`src/rtl/sample_hold_ctrl_pkg.sv`:
```
// sample_hold_pkg: shared types and defaults for the sample-and-hold sequencer.
//   CNT_W_DEFAULT : default width of the timing fields and internal counters
//   sh_state_t    : sequencer states (OFF, WAKE, TRACK, SETTLE, CONV)
package sample_hold_pkg;

  localparam int CNT_W_DEFAULT = 8;

  typedef enum logic [2:0] {
    OFF    = 3'd0,
    WAKE   = 3'd1,
    TRACK  = 3'd2,
    SETTLE = 3'd3,
    CONV   = 3'd4
  } sh_state_t;

endpackage

```
`src/rtl/sample_hold_ctrl_if.sv`:
```
// sample_hold_ctrl_if: control, timing and ADC handshake bundle of the
// sample-and-hold sequencer.
//   master : the side issuing start/enable/timings and returning conv_ack
//   slave  : the sequencer (drives macro pins, conv_req and status pulses)
// Signals:
//   enable, start, t_wake, t_acq, t_settle, conv_ack        master -> slave
//   sh_ena, sh_hold, conv_req, ready, busy, done, overrun   slave  -> master
interface sample_hold_ctrl_if
  import sample_hold_pkg::*;
#(
  parameter int CNT_W = CNT_W_DEFAULT
) ();

  logic             enable;
  logic             start;
  logic [CNT_W-1:0] t_wake;
  logic [CNT_W-1:0] t_acq;
  logic [CNT_W-1:0] t_settle;
  logic             conv_ack;
  logic             sh_ena;
  logic             sh_hold;
  logic             conv_req;
  logic             ready;
  logic             busy;
  logic             done;
  logic             overrun;

  modport master (
    output enable, start, t_wake, t_acq, t_settle, conv_ack,
    input  sh_ena, sh_hold, conv_req, ready, busy, done, overrun
  );

  modport slave (
    input  enable, start, t_wake, t_acq, t_settle, conv_ack,
    output sh_ena, sh_hold, conv_req, ready, busy, done, overrun
  );

endinterface

```
`src/rtl/sample_hold_ctrl_timer.sv`:
```
// sh_timer: loadable down-counter shared by the WAKE and SETTLE phases.
//   clk, resetn : clock, asynchronous active-low reset
//   load        : capture value (a value of 0 is treated as 1)
//   value       : phase length in cycles
//   expired     : high in the last cycle of the loaded phase
// After a load of L the counter shows L, L-1, ... 1, so expired is seen
// exactly L cycles after the load edge, in the phase's final cycle.
module sh_timer #(
  parameter int CNT_W = 8
) (
  input  logic             clk,
  input  logic             resetn,
  input  logic             load,
  input  logic [CNT_W-1:0] value,
  output logic             expired
);

  localparam logic [CNT_W-1:0] ONE = {{(CNT_W-1){1'b0}}, 1'b1};

  logic [CNT_W-1:0] count_reg;

  always_ff @(posedge clk or negedge resetn) begin
    if (!resetn) begin
      count_reg <= '0;
    end else if (load) begin
      count_reg <= (value == '0) ? ONE : value;
    end else if (count_reg > ONE) begin
      count_reg <= count_reg - ONE;
    end
  end

  assign expired = (count_reg <= ONE);

endmodule

```
`src/rtl/sample_hold_ctrl.sv`:
```
// sample_hold_ctrl: drives ena/hold of the sample_and_hold macro and hands
// each held sample to the ADC via a conv_req/conv_ack handshake.
//   clk    : single clock, rising edge
//   resetn : asynchronous active-low reset
//   bus    : sample_hold_ctrl_if.slave (enable/start/timings/conv_ack in,
//            sh_ena/sh_hold/conv_req/ready/busy/done/overrun out)
// All outputs come straight from flops, computed from the next state.
module sample_hold_ctrl
  import sample_hold_pkg::*;
#(
  parameter int CNT_W = CNT_W_DEFAULT
) (
  input logic               clk,
  input logic               resetn,
  sample_hold_ctrl_if.slave bus
);

  localparam logic [CNT_W-1:0] ONE = {{(CNT_W-1){1'b0}}, 1'b1};
  localparam logic [CNT_W-1:0] SAT = '1;

  sh_state_t        state_reg, state_next;
  logic [CNT_W-1:0] acq_cnt_reg, acq_cnt_next;
  logic             pending_reg, pending_next;

  logic sh_ena_reg, sh_hold_reg, conv_req_reg, ready_reg, busy_reg, done_reg, overrun_reg;
  logic sh_ena_next, sh_hold_next, conv_req_next, ready_next, busy_next, done_next, overrun_next;

  logic [CNT_W-1:0] acq_min;
  logic [CNT_W-1:0] timer_value;
  logic             acq_ok;
  logic             take;
  logic             timer_load;
  logic             timer_expired;

  // A zero acquisition time still needs one tracking cycle.
  assign acq_min = (bus.t_acq == '0) ? ONE : bus.t_acq;
  assign acq_ok  = (acq_cnt_reg >= acq_min);

  sh_timer #(.CNT_W(CNT_W)) u_timer (
    .clk     (clk),
    .resetn  (resetn),
    .load    (timer_load),
    .value   (timer_value),
    .expired (timer_expired)
  );

  // State and output registers.
  always_ff @(posedge clk or negedge resetn) begin
    if (!resetn) begin
      state_reg    <= OFF;
      acq_cnt_reg  <= '0;
      pending_reg  <= 1'b0;
      sh_ena_reg   <= 1'b0;
      sh_hold_reg  <= 1'b0;
      conv_req_reg <= 1'b0;
      ready_reg    <= 1'b0;
      busy_reg     <= 1'b0;
      done_reg     <= 1'b0;
      overrun_reg  <= 1'b0;
    end else begin
      state_reg    <= state_next;
      acq_cnt_reg  <= acq_cnt_next;
      pending_reg  <= pending_next;
      sh_ena_reg   <= sh_ena_next;
      sh_hold_reg  <= sh_hold_next;
      conv_req_reg <= conv_req_next;
      ready_reg    <= ready_next;
      busy_reg     <= busy_next;
      done_reg     <= done_next;
      overrun_reg  <= overrun_next;
    end
  end

  // Next-state logic. take marks the cycle a sample begins; a queued start
  // is served as soon as acquisition time is met, a fresh one only if none
  // is queued.
  always_comb begin
    state_next = state_reg;
    take       = 1'b0;
    if (!bus.enable) begin
      state_next = OFF;
    end else begin
      case (state_reg)
        OFF:    state_next = WAKE;
        WAKE:   if (timer_expired) state_next = TRACK;
        TRACK: begin
          if (acq_ok && (bus.start || pending_reg)) begin
            state_next = SETTLE;
            take       = 1'b1;
          end
        end
        SETTLE: if (timer_expired) state_next = CONV;
        CONV:   if (bus.conv_ack) state_next = TRACK;
        default: state_next = OFF;
      endcase
    end
  end

  // Datapath and output decode.
  always_comb begin
    pending_next = pending_reg;
    acq_cnt_next = acq_cnt_reg;
    overrun_next = 1'b0;
    done_next    = 1'b0;
    timer_load   = 1'b0;
    timer_value  = bus.t_wake;
    if (!bus.enable) begin
      pending_next = 1'b0;
    end else begin
      if (state_reg == OFF) begin
        timer_load = 1'b1;
      end
      if (take) begin
        timer_load  = 1'b1;
        timer_value = bus.t_settle;
      end
      // Starts in OFF are ignored; any other start finding the single
      // queue slot occupied is dropped.
      if (bus.start && (state_reg != OFF) && pending_reg) begin
        overrun_next = 1'b1;
      end
      if (take) begin
        pending_next = 1'b0;
      end else if (bus.start && (state_reg != OFF)) begin
        pending_next = 1'b1;
      end
      if (state_next == TRACK) begin
        if (state_reg != TRACK) begin
          acq_cnt_next = '0;
        end else if (acq_cnt_reg != SAT) begin
          acq_cnt_next = acq_cnt_reg + ONE;
        end
      end
      done_next = (state_reg == CONV) && (state_next == TRACK);
    end
    sh_ena_next   = (state_next != OFF);
    sh_hold_next  = (state_next == SETTLE) || (state_next == CONV);
    conv_req_next = (state_next == CONV);
    busy_next     = sh_hold_next || pending_next;
    ready_next    = (state_next == TRACK) && (acq_cnt_next >= acq_min) && !pending_next;
  end

  assign bus.sh_ena   = sh_ena_reg;
  assign bus.sh_hold  = sh_hold_reg;
  assign bus.conv_req = conv_req_reg;
  assign bus.ready    = ready_reg;
  assign bus.busy     = busy_reg;
  assign bus.done     = done_reg;
  assign bus.overrun  = overrun_reg;

endmodule

```
`src/flat_wrapper.sv`:
```
// flat-port wrapper written by rule: the top's interface ports become plain ports
module sample_hold_ctrl_flat import sample_hold_pkg::*;
#(
  parameter int CNT_W = CNT_W_DEFAULT
)
  (clk, resetn, bus_enable, bus_start, bus_t_wake, bus_t_acq, bus_t_settle, bus_conv_ack, bus_sh_ena, bus_sh_hold, bus_conv_req, bus_ready, bus_busy, bus_done, bus_overrun);
  sample_hold_ctrl_if #(.CNT_W(CNT_W)) bus_i ();
  input logic clk;
  input logic resetn;
  input wire logic [$bits(bus_i.enable)-1:0] bus_enable;
  input wire logic [$bits(bus_i.start)-1:0] bus_start;
  input wire logic [$bits(bus_i.t_wake)-1:0] bus_t_wake;
  input wire logic [$bits(bus_i.t_acq)-1:0] bus_t_acq;
  input wire logic [$bits(bus_i.t_settle)-1:0] bus_t_settle;
  input wire logic [$bits(bus_i.conv_ack)-1:0] bus_conv_ack;
  output wire logic [$bits(bus_i.sh_ena)-1:0] bus_sh_ena;
  output wire logic [$bits(bus_i.sh_hold)-1:0] bus_sh_hold;
  output wire logic [$bits(bus_i.conv_req)-1:0] bus_conv_req;
  output wire logic [$bits(bus_i.ready)-1:0] bus_ready;
  output wire logic [$bits(bus_i.busy)-1:0] bus_busy;
  output wire logic [$bits(bus_i.done)-1:0] bus_done;
  output wire logic [$bits(bus_i.overrun)-1:0] bus_overrun;
  assign bus_i.enable = bus_enable;
  assign bus_i.start = bus_start;
  assign bus_i.t_wake = bus_t_wake;
  assign bus_i.t_acq = bus_t_acq;
  assign bus_i.t_settle = bus_t_settle;
  assign bus_i.conv_ack = bus_conv_ack;
  assign bus_sh_ena = bus_i.sh_ena;
  assign bus_sh_hold = bus_i.sh_hold;
  assign bus_conv_req = bus_i.conv_req;
  assign bus_ready = bus_i.ready;
  assign bus_busy = bus_i.busy;
  assign bus_done = bus_i.done;
  assign bus_overrun = bus_i.overrun;
  sample_hold_ctrl #(.CNT_W(CNT_W)) u_core (.clk(clk), .resetn(resetn), .bus(bus_i));
endmodule
```
`config.mk`:
```
export PLATFORM = sky130hd
export DESIGN_NAME = sample_hold_ctrl_flat
export DESIGN_NICKNAME = d
export VERILOG_FILES = /design/src/rtl/sample_hold_ctrl_pkg.sv /design/src/rtl/sample_hold_ctrl_if.sv /design/src/rtl/sample_hold_ctrl_timer.sv /design/src/rtl/sample_hold_ctrl.sv /design/src/flat_wrapper.sv
export SDC_FILE = /design/constraint.sdc
export NUM_CORES = 1
export LEC_CHECK = 0
export BUFFER_PORTS_ARGS = -buffer_cell sky130_fd_sc_hd__buf_2
export CAP_MARGIN = 20
export CORE_ASPECT_RATIO = 0.8
export CORE_MARGIN = 2
export CORE_UTILIZATION = 32
export DETAILED_ROUTE_END_ITERATION = 6
export PLACE_DENSITY = 0.56
export SLEW_MARGIN = 20
export SYNTH_ARGS = -nofsm -noshare
export SYNTH_HDL_FRONTEND = slang
export SYNTH_SLANG_ARGS = --single-unit
```
`constraint.sdc`:
```
create_clock -name clk -period 4.2 [get_ports clk]
set_input_delay 0.21 -clock clk [delete_from_list [all_inputs] [get_ports clk]]
set_output_delay 0.21 -clock clk [all_outputs]
set_load 0.05 [all_outputs]
```
==> flow_summary.json, run 1 <==
{
  "outcome": "completed",
  "port-buffer-count": 35,
  "netlist_instances": 215,
  "worstPathArrival_ns": 3.69,
  "grt_pass1_wl_mm": 8.09,
  "critical_path.startpoint_type": "flop",
  "yosys-top-cells-area": "sky130_fd_sc_hd__dfrtp_1 (34%), sky130_fd_sc_hd__ha_1 (12%), sky130_fd_sc_hd__nand2_1 (3.6%)",
  "max_slew_headroom": 0.582,
  "grtUsageTotal": 0.150,
  "antenna_diode_count": 0,
  "switching_pwr_uw": 223,
  "setup_repair_after_global_routing_missed_its_margin": "no",
  "setup-tns-final_ns": 0,
  "cts_root_buffer": "sky130_fd_sc_hd__clkbuf_8",
  "initial_utilization": 0.333,
  "globalRouteMet3Util": 0.0253,
  "class_of_the_tightest_hold_or_removal_check": "primary input to flop",
  "numClockSinks": 27,
  "cell_internal_pwr_uw": 446,
  "design.portCount": 36,
  "worst-slew-pin-transition_ns": 0.626,
  "critical_path_type": "flop to flop",
  "path_max_fanout": 14,
  "synth.avg_cell_area_um2": 9.26,
  "drt-wirelength-per-cell_um": 14.6,
  "flop_pwr_share": 0.490,
  "area_delta_synth_final_pct": 15.1,
  "synth_area_leader_cell": "sky130_fd_sc_hd__dfrtp_1",
  "clk_pin_slew_ns": 0.09,
  "finalMaxSlewViolations": 0,
  "dr_total_vias": 1719,
  "end_kind": "flop",
  "grt_busiest_layer": "met1",
  "cts_max_level": 1,
  "gp_congestion": 0.852,
  "synth_warn": 0,
  "dr.first_iter.drc_count": 80,
  "fp.coreArea_mm2": 0.00597,
  "post_synthesis_sequential_area_ratio": 0.339,
  "comb_power_share": 0.286,
  "routed_via_density": 5.19,
  "drt-total-wl_mm": 4.83,
  "maximum_clock_skew_at_final_layout_ns": 0.00337,
  "cts_setup_buffers": 0,
  "final_hold_viol_count": 0,
  "worstPathRequired_ns": 4.39,
  "power-per-cell-area_mw_per_mm2": 292,
  "grt_start_max_net_pins": 28,
  "fp-row-count": 25,
  "post_synth_design_cell_area_mm2": 0.00199,
  "cts_tree": "done",
  "synth_flop_cell": "sky130_fd_sc_hd__dfrtp_1",
  "detailed_place_hpwl_mm": 3.76,
  "post_cts_resized": 0,
  "grtUsageMet2": 0.226,
  "detail_route.first_pass.iterations": 4,
  "numCtsBuffers": 3,
  "timing.final.ws_setup_ns": 0.699,
  "share_of_cells_above_drive_strength_1": 0.228,
  "design.die.area_mm2": 0.00687,
  "route.detailed.drc": 0,
  "finalCriticalPeriod_ns": 3.50,
  "grt_antenna_before_repair": 0,
  "power.ir.vdd_worst_mv": 0.126,
  "grt_overflow_total": 0,
  "die_h_um": 74.5,
  "antenna_violating_nets_post_route": 0,
  "yosys.cell_types.count": 60,
  "die_width_um": 92.2,
  "clockBufferDepth": 2,
  "async_reset_ff_frac": 1.00,
  "layout.cells.non_filler": 331,
  "nNetsFinal": 299,
  "clkLatencyLatePin_ns": 0.27,
  "dp_worst_setup_slack_ns": 0.566,
  "placed_cells": 326,
  "achievable-frequency_ghz": 0.286,
  "finalCritPeriodShare": 0.834,
  "total_leakage_power_nw": 1.12,
  "p_clk_frac": 0.223,
  "synth_fp_nets": 263,
  "number_of_global_route_vias_before_repair": 1588,
  "synth_largest_type_area_fraction": 0.339,
  "synth-edff-count": 0,
  "groute.layer.met1.usage": 0.230,
  "sw_share": 0.333,
  "maxCapViolations": 0,
  "ys_ff_latch": 27,
  "finalSetupViolations": 0
}
-- power groups by stage --
stage / Sequential, mW / Clock (mW) / Combinational, mW
after floorplan: 0.329 / 0 / 0.134
after global placement: 0.331 / 0 / 0.189
after detailed placement: 0.332 / 0 / 0.189
after CTS: 0.327 / 0.157 / 0.191
after global routing: 0.333 / 0.167 / 0.217
final: 0.328 / 0.149 / 0.192
-- logic make-up after synthesis --
logic type | Yosys count | synth area share
buf+inv | 20 | 0.0453
simple gates | 85 | 0.255
flops | 27 | 0.339
fa+ha+maj | 19 | 0.119
xor+xnor | 3 | 0.0132
compound gates | 56 | 0.202
mux | 5 | 0.0258
-- routing by layer --
metal,routed length [µm],vias up,part of all wire
li1,-,871,-
met1,2580,802,0.53
met2,2000,44,0.41
met3,227,2,0.047
met4,25,0,0.0052
met5,0,-,0
-- layout by cell type, fill, tap and decap left out, types with 3 or more instances in the layout --
cell,netlist,layout
sky130_fd_sc_hd__a21oi_1,11,11
sky130_fd_sc_hd__a22oi_1,7,7
sky130_fd_sc_hd__a31oi_1,4,4
sky130_fd_sc_hd__and2_1,4,4
sky130_fd_sc_hd__and3_1,3,3
sky130_fd_sc_hd__buf_2,3,35
sky130_fd_sc_hd__clkbuf_8,0,3
sky130_fd_sc_hd__dfrtp_1,27,27
sky130_fd_sc_hd__ha_1,19,19
sky130_fd_sc_hd__inv_1,14,14
sky130_fd_sc_hd__mux2i_1,4,4
sky130_fd_sc_hd__nand2_1,19,19
sky130_fd_sc_hd__nand2b_1,3,3
sky130_fd_sc_hd__nand3_1,4,4
sky130_fd_sc_hd__nor2_1,14,14
sky130_fd_sc_hd__nor2b_1,4,4
sky130_fd_sc_hd__nor3_1,6,6
sky130_fd_sc_hd__nor3b_1,3,3
sky130_fd_sc_hd__nor4_1,3,3
sky130_fd_sc_hd__o21ai_0,3,3
sky130_fd_sc_hd__o22ai_1,7,7
sky130_fd_sc_hd__o31ai_1,5,5
sky130_fd_sc_hd__or4_1,3,3
-- worst max-delay path, stage by stage (launching register included) --
cell and delay [ns]:
sky130_fd_sc_hd__dfrtp_1 0.44, sky130_fd_sc_hd__ha_1 0.33, sky130_fd_sc_hd__nor2b_1 0.14, sky130_fd_sc_hd__o211a_1 0.20, sky130_fd_sc_hd__o311ai_1 0.30, sky130_fd_sc_hd__nand2_1 0.34, sky130_fd_sc_hd__or4_1 0.55, sky130_fd_sc_hd__a21boi_1 0.21
sky130_fd_sc_hd__ha_1 0.15, sky130_fd_sc_hd__nand2_1 0.05, sky130_fd_sc_hd__o31ai_1 0.28, sky130_fd_sc_hd__a21oi_1 0.13, sky130_fd_sc_hd__o21a_1 0.18, sky130_fd_sc_hd__nor3_1 0.14
-- worst paths after layout --
| kind | to | slack [ns] | depth (start not counted) | start |
|---|---|---|---|---|
| min reg2reg | u_core.bus.overrun | 0.58 | 1 | u_core.pending_reg |
| max reg2reg | u_core.bus.ready | 0.70 | 13 | u_core.acq_cnt_reg[1] |
| min in group asynchronous | u_core.u_timer.count_reg[6] | 0.48 | 2 | resetn |
| min | u_core.bus.overrun | 0.26 | 2 | bus_start |
| max | u_core.bus.ready | 0.70 | 13 | u_core.acq_cnt_reg[1] |
| max in group asynchronous | u_core.acq_cnt_reg[1] | 3.31 | 2 | resetn |
-- cell type report --
type | count | area [µm²]
fillers | 618 | 3680
multi-input cells | 168 | 1220
flip-flops and latches | 27 | 676
repair buffers | 37 | 193
well taps | 81 | 101
inverters | 14 | 52.6
clock buffers | 4 | 45.0
-- cell usage after synthesis, types with 2 or more instances --
master and count:
sky130_fd_sc_hd__nor2_1 14, sky130_fd_sc_hd__nor2b_1 4, sky130_fd_sc_hd__a22oi_1 7, sky130_fd_sc_hd__a21oi_1 11, sky130_fd_sc_hd__or4_1 3, sky130_fd_sc_hd__and3_1 3, sky130_fd_sc_hd__dfrtp_1 27, sky130_fd_sc_hd__nand3_1 4
sky130_fd_sc_hd__nand2_1 19, sky130_fd_sc_hd__nand3_2 2, sky130_fd_sc_hd__mux2i_1 4, sky130_fd_sc_hd__o22ai_1 7, sky130_fd_sc_hd__a31oi_1 4, sky130_fd_sc_hd__a21boi_1 2, sky130_fd_sc_hd__xor2_1 2, sky130_fd_sc_hd__nor4_1 3
sky130_fd_sc_hd__and2_1 4, sky130_fd_sc_hd__nand3b_1 2, sky130_fd_sc_hd__nor3b_1 3, sky130_fd_sc_hd__buf_2 3, sky130_fd_sc_hd__nand2b_1 3, sky130_fd_sc_hd__ha_1 19, sky130_fd_sc_hd__inv_1 14, sky130_fd_sc_hd__o21a_1 2
sky130_fd_sc_hd__nor3_1 6, sky130_fd_sc_hd__and2_2 2, sky130_fd_sc_hd__o21ai_0 3, sky130_fd_sc_hd__o211a_1 2, sky130_fd_sc_hd__o31ai_1 5
-- timing repair --
| item | in CTS | in global routing |
|---|---|---|
| hold buffers | 1 | 0 |
| setup endpoints to repair | 0 | 0 |
| hold endpoints to repair | 27 | 0 |
-- metrics by stage --
stage | hold WS, ns | area, µm² | total power [mW] | utilization
after detailed placement | 0.273 | 2240 | 0.521 | 0.374
final | 0.256 | 2290 | 0.669 | 0.384
after global routing | 0.253 | 2290 | 0.717 | 0.384
after floorplan | -0.0856 | 1990 | 0.463 | -
after global placement | 0.269 | 2240 | 0.520 | 0.374
after CTS | 0.248 | 2290 | 0.674 | 0.384
Note: power is estimated with default switching activity, not from simulation.
==> run 2, diff against run 1 <==
--- a/config.mk
+++ b/config.mk
@@ -11,7 +11,7 @@
 export CORE_MARGIN = 2
 export CORE_UTILIZATION = 32
 export DETAILED_ROUTE_END_ITERATION = 6
-export PLACE_DENSITY = 0.56
+export PLACE_DENSITY = 0.58
 export SLEW_MARGIN = 20
 export SYNTH_ARGS = -nofsm -noshare
 export SYNTH_HDL_FRONTEND = slang
==> constraint.sdc (replaced) <==
create_clock -name clk -period 3 [get_ports clk]
set_input_delay 0.15 -clock clk [delete_from_list [all_inputs] [get_ports clk]]
set_output_delay 0.15 -clock clk [all_outputs]
set_load 0.05 [all_outputs]
==> run 2 against run 1 <==
Effect of this change: the run now ends with setup timing left; register-to-register slack lost 0.87 ns; via count grew 8.6%; die area is the same; global-route usage grew 2.0 points; first-iteration DRC count grew 19%; core utilization grew 7.3 points; critical path type unchanged.
==> flow_summary.json, run 2 (synthesis gave the netlist of run 1 again) <==
{
  "antenna_violating_nets_post_route": 0,
  "nNetsFinal": 345,
  "detail_route.first_pass.iterations": 4,
  "timing.critical_path.from": "u_core.acq_cnt_reg[1]",
  "worst-slew-pin-transition_ns": 0.652,
  "class_of_the_tightest_hold_or_removal_check": "primary input to flop",
  "grt_pass1_wl_mm": 9.17,
  "grtUsageTotal": 0.170,
  "numClockSinks": 27,
  "path_max_fanout": 5,
  "timing.hold.worst.start": "bus_t_wake[3]",
  "die_width_um": 92.2,
  "crit-reg2reg-launch": "u_core.acq_cnt_reg[1]",
  "finalMaxSlewViolations": 0,
  "cts_max_level": 1,
  "crit_path_capture": "u_core.bus.ready",
  "grt_start_max_net_pins": 28,
  "worstPathRequired_ns": 3.20,
  "drt-total-wl_mm": 5.49,
  "maxCapViolations": 0,
  "layout_commonest_cell": "sky130_fd_sc_hd__buf_4",
  "finalSetupViolations": 1,
  "critPathTopFamily": "compound AO/OA/AOI/OAI gates",
  "maximum_clock_skew_at_final_layout_ns": 0.00464,
  "path_depth": 14,
  "power.ir.vdd_worst_mv": 0.143,
  "area_delta_synth_final_pct": 37.1,
  "max_slew_headroom": 0.565,
  "antenna_diode_count": 0,
  "critPathBufInv": 1,
  "detailed_place_hpwl_mm": 4.20,
  "final_hold_viol_count": 0,
  "power_mw": 1.01,
  "final.fill_count": 627,
  "fp.coreArea_mm2": 0.00597,
  "design.die.area_mm2": 0.00687,
  "worstPathArrival_ns": 3.38,
  "cts_tree": "done",
  "routed_via_density": 4.95,
  "clk_pin_slew_ns": 0.09,
  "clkLatencyLatePin_ns": 0.28,
  "grt_antenna_before_repair": 0,
  "fp-row-count": 25,
  "numCtsBuffers": 3,
  "crit_chain": "ha_4, nor2b_1, o211a_1, o311ai_2, nand2_2, buf_6, or4_4, a21boi_2, ha_1, nand2_1, o31ai_1, a21oi_1, o21a_1, nor3_2",
  "finalCriticalPeriod_ns": 3.17,
  "final_cell_area_mm2": 0.00273,
  "total_leakage_power_nw": 1.36,
  "critical_path.startpoint_type": "flop",
  "critical_path.slowest_cell": "sky130_fd_sc_hd__or4_4",
  "placedInstanceArea_mm2": 0.00252,
  "outcome": "complete, but fails checks",
  "dr_total_vias": 1867,
  "dr.first_iter.drc_count": 95,
  "drt-wirelength-per-cell_um": 14.6,
  "cts_root_buffer": "sky130_fd_sc_hd__clkbuf_8",
  "number_of_global_route_vias_before_repair": 1887,
  "end_kind": "flop",
  "failed_checks": "setup timing",
  "achievable-frequency_ghz": 0.315,
  "critical_path_type": "flop to flop",
  "setup_repair_after_global_routing_missed_its_margin": "yes",
  "worst_r2r_path_depth": 14,
  "design.portCount": 36,
  "die_h_um": 74.5,
  "internal_reg_to_reg_setup_slack_ns": -0.17,
  "finalCritPeriodShare": 1.06,
  "grt_overflow_total": 0,
  "initial_utilization": 0.333,
  "mostFrequentLayoutCells": "sky130_fd_sc_hd__buf_4 (43), sky130_fd_sc_hd__buf_2 (35), sky130_fd_sc_hd__dfrtp_1 (27)",
  "timing.final.ws_setup_ns": -0.173,
  "gp_congestion": 0.825,
  "regToRegEndpoint": "u_core.bus.ready",
  "critPathMaxStageDelay_ns": 0.47,
  "power-per-cell-area_mw_per_mm2": 371,
  "clockBufferDepth": 2,
  "route.detailed.drc": 0,
  "share_of_cells_above_drive_strength_1": 0.399,
  "port-buffer-count": 35
}
## run 2: cell type report
cell class,instances,area [µm²],area share
Tap cell,81,101,0.0371
Clock inverter,1,5.00,0.00183
Multi-Input combinational cell,168,1300,0.476
Inverter,14,52.6,0.0193
Clock buffer,3,41.3,0.0151
Timing Repair Buffer,83,553,0.203
Sequential cell,27,676,0.248
## run 2: stage by stage
stage / TNS (ns) / worst slack (ns) / std cells / util / hold WS (ns)
after global routing: -0.327 / -0.327 / 377 / 0.457 / 0.222
final: -0.173 / -0.173 / 377 / 0.457 / 0.216
after CTS: -0.0774 / -0.0774 / 371 / 0.441 / 0.198
after detailed placement: -0.444 / -0.444 / 364 / 0.422 / 0.221
after global placement: -0.356 / -0.356 / 364 / 0.422 / 0.219
after floorplan: 0 / 0.0288 / 215 / - / -0.146
## run 2: tightest hold or removal path, cell delays in order
cell and delay [ns]:
sky130_fd_sc_hd__buf_2 0.09, sky130_fd_sc_hd__o22ai_1 0.07, sky130_fd_sc_hd__a22oi_1 0.13
## run 2: worst min-delay path by stage
stage                     cells past startpoint                          end
after CTS                                     3  u_core.u_timer.count_reg[4]
final                                         3  u_core.u_timer.count_reg[3]
after global routing                          3  u_core.u_timer.count_reg[6]
after detailed placement                      1        u_core.acq_cnt_reg[2]
after floorplan                               0        u_core.acq_cnt_reg[0]
after global placement                        1        u_core.acq_cnt_reg[2]
## run 2: metal layers
layer  track usage  routed length [µm]  share of wire
met1         0.248                2760           0.50
met2         0.267                2380           0.43
met3        0.0375                 328          0.060
met4        0.0232                  21         0.0038
met5             0                   0              0
## run 2: where the power goes
part | internal (mW) | leakage, nW | switching [mW]
clock | 0.0932 | 0.0255 | 0.118
sequential | 0.405 | 0.352 | 0.0420
combinational | 0.185 | 0.983 | 0.169
total | 0.683 | 1.36 | 0.328
## run 2: repair_timing
action | CTS | global route
setup endpoints to repair | 1 | 1
setup buffers | 2 | 6
hold buffers | 1 | 0
resized for setup | 9 | 9
hold endpoints to repair | 27 | 0
pin swaps | 7 | 11
==> run 3, diff against run 2 <==
--- a/config.mk
+++ b/config.mk
@@ -9,9 +9,9 @@
 export CAP_MARGIN = 20
 export CORE_ASPECT_RATIO = 0.8
 export CORE_MARGIN = 2
-export CORE_UTILIZATION = 32
+export CORE_UTILIZATION = 35
 export DETAILED_ROUTE_END_ITERATION = 6
-export PLACE_DENSITY = 0.58
+export PLACE_DENSITY = 0.61
 export SLEW_MARGIN = 20
 export SYNTH_ARGS = -nofsm -noshare
 export SYNTH_HDL_FRONTEND = slang
==> run 3 against run 2 <==
Effect of this change: the run still ends with setup timing left; worst setup slack better by 0.040 ns; die area is 8.2% lower; critical path depth is 1 higher; count of clock-buffer cells in the layout is 1 higher; total power is 1.5% higher; fmax is 1.3% higher; design area is 1.7% higher; core utilization is 5.1 points higher.
==> flow_summary.json, run 3 (synthesis gave the netlist of run 1 again) <==
{
  "detailed_place_hpwl_mm": 4.33,
  "number_of_global_route_vias_before_repair": 1926,
  "dr.first_iter.drc_count": 101,
  "grt_antenna_before_repair": 0,
  "final.fill_count": 533,
  "port-buffer-count": 35,
  "met1_length_mm": 2.91,
  "routed_via_density": 5.09,
  "regArea_um2": 676,
  "layout_commonest_cell": "sky130_fd_sc_hd__buf_4",
  "flop_pwr_share": 0.438,
  "cts_root_buffer": "sky130_fd_sc_hd__clkbuf_8",
  "numCtsBuffers": 3,
  "multiInputGateArea_mm2": 0.00135,
  "total_leakage_power_nw": 1.37,
  "max_slew_headroom": 0.560,
  "maxCapViolations": 0,
  "drt-wirelength-per-cell_um": 15.3,
  "comb_power_share": 0.348,
  "worstPathRequired_ns": 3.16,
  "clockBufferDepth": 2,
  "area_delta_synth_final_pct": 39.4,
  "class_of_the_tightest_hold_or_removal_check": "primary input to flop",
  "gp_congestion": 0.831,
  "final_hold_viol_count": 0,
  "finalMaxSlewViolations": 0,
  "initial_utilization": 0.364,
  "drt-total-wl_mm": 5.72,
  "clkLatencyLatePin_ns": 0.28,
  "maximum_clock_skew_at_final_layout_ns": 0.00463,
  "cts_max_level": 1,
  "worst-slew-pin-transition_ns": 0.660,
  "mostFrequentLayoutCells": "sky130_fd_sc_hd__buf_4 (43), sky130_fd_sc_hd__buf_2 (35), sky130_fd_sc_hd__dfrtp_1 (27)",
  "antenna_violating_nets_post_route": 0,
  "timing.final.ws_setup_ns": -0.133,
  "share_of_cells_above_drive_strength_1": 0.416,
  "fp.coreArea_mm2": 0.00547,
  "nNetsFinal": 345,
  "end_kind": "flop",
  "achievable-frequency_ghz": 0.319,
  "cts_tree": "done",
  "numClockSinks": 27,
  "final_cell_area_mm2": 0.00278,
  "worstPathArrival_ns": 3.29,
  "die_width_um": 88.3,
  "setup_repair_after_global_routing_missed_its_margin": "yes",
  "routed-wl-met2_mm": 2.43,
  "route.detailed.drc": 0,
  "detail_route.first_pass.iterations": 4,
  "dr_total_vias": 1904,
  "clk_pin_slew_ns": 0.10,
  "top_routing_layer_in_use": "met4",
  "fp-row-count": 24,
  "layout.cells.non_filler": 374,
  "grt_overflow_total": 0,
  "failed_checks": "setup timing",
  "grt_start_max_net_pins": 28,
  "finalSetupViolations": 1,
  "critical_path.startpoint_type": "flop",
  "grtUsageTotal": 0.188,
  "sw_share": 0.329,
  "die_h_um": 71.5,
  "timing.hold.ws_ns": 0.195,
  "finalCritPeriodShare": 1.04,
  "power.ir.vdd_worst_mv": 0.176,
  "critical_path_type": "flop to flop",
  "met3_length_um": 359,
  "antenna_diode_count": 0,
  "placed_cells": 362,
  "outcome": "complete, but fails checks",
  "power-per-cell-area_mw_per_mm2": 370,
  "design.die.area_mm2": 0.00631,
  "finalCriticalPeriod_ns": 3.13,
  "switching_pwr_uw": 339,
  "path_max_fanout": 4,
  "design.portCount": 36,
  "cell_internal_pwr_uw": 689,
  "p_clk_frac": 0.214,
  "placedInstanceArea_mm2": 0.00253,
  "grt_pass1_wl_mm": 9.27
}
==> run 3: cell count changes in the layout (fill, tap and decap cells not counted), sizes merged <==
cell / delta
clkbuf: +1
clkinv: -1
==> run 3: worst max-delay path, stage by stage, from the launching register on <==
cell and delay [ns]:
sky130_fd_sc_hd__dfrtp_1 0.41, sky130_fd_sc_hd__ha_1 0.31, sky130_fd_sc_hd__nor2b_1 0.14, sky130_fd_sc_hd__o211a_1 0.23, sky130_fd_sc_hd__o311ai_4 0.30, sky130_fd_sc_hd__nand2_2 0.13
sky130_fd_sc_hd__buf_4 0.15, sky130_fd_sc_hd__o211a_1 0.23, sky130_fd_sc_hd__nor2_1 0.11, sky130_fd_sc_hd__ha_1 0.23, sky130_fd_sc_hd__nand2b_4 0.14, sky130_fd_sc_hd__a211oi_2 0.21
sky130_fd_sc_hd__o31ai_2 0.11, sky130_fd_sc_hd__a21oi_2 0.14, sky130_fd_sc_hd__o21a_1 0.13, sky130_fd_sc_hd__nor3_2 0.04
==> run 3: worst paths after layout <==
path / start / endpoint / cells after the start / slack [ns]
max in group asynchronous: resetn / u_core.pending_reg / 2 / 2.15
worst min register to register: u_core.pending_reg / u_core.bus.overrun / 1 / 0.63
min in group asynchronous: resetn / u_core.acq_cnt_reg[0] / 2 / 0.42
worst min-delay path: bus_t_wake[3] / u_core.u_timer.count_reg[3] / 3 / 0.19
worst max register to register: u_core.acq_cnt_reg[1] / u_core.bus.ready / 15 / -0.13
worst max-delay path: u_core.acq_cnt_reg[1] / u_core.bus.ready / 15 / -0.13
==> run 3: final cells by class <==
type	instances	share of cell area
well taps	78	0.0352
multi-input cells	168	0.487
repair buffers	83	0.199
inverters	14	0.0189
flip-flops and latches	27	0.243
clock buffers	4	0.0162
==> run 3: what timing repair did <==
action,CTS,global route
setup endpoints to repair,1,1
resized for setup,8,20
hold buffers,1,0
setup buffers,5,3
hold endpoints to repair,27,0
pin swaps,15,18
==> run 3: stage by stage <==
stage / utilization / worst slack (ns) / total power, mW / TNS, ns
3_5_place_dp: 0.462 / -0.394 / 0.798 / -0.394
4_1_cts: 0.486 / -0.162 / 1.02 / -0.162
6_report: 0.508 / -0.133 / 1.03 / -0.133
3_3_place_gp: 0.462 / -0.372 / 0.792 / -0.372
2_1_floorplan: - / 0.0288 / 0.648 / 0
5_1_grt: 0.508 / -0.296 / 1.10 / -0.296
==> run 3: power by group through the flow <==
| stage | combinational, mW | clock [mW] | sequential [mW] |
|---|---|---|---|
| 2_1_floorplan | 0.187 | 0 | 0.461 |
| 3_3_place_gp | 0.336 | 0 | 0.456 |
| 3_5_place_dp | 0.341 | 0 | 0.457 |
| 4_1_cts | 0.349 | 0.226 | 0.449 |
| 5_1_grt | 0.402 | 0.238 | 0.457 |
| 6_report | 0.358 | 0.220 | 0.450 |
==> run 3: routing by layer <==
| metal | GRT usage | vias to the layer above |
|---|---|---|
| met5 | 0 | - |
| met4 | 0.0202 | 0 |
| met3 | 0.0300 | 4 |
| met2 | 0.304 | 58 |
| met1 | 0.276 | 880 |
| li1 | - | 962 |
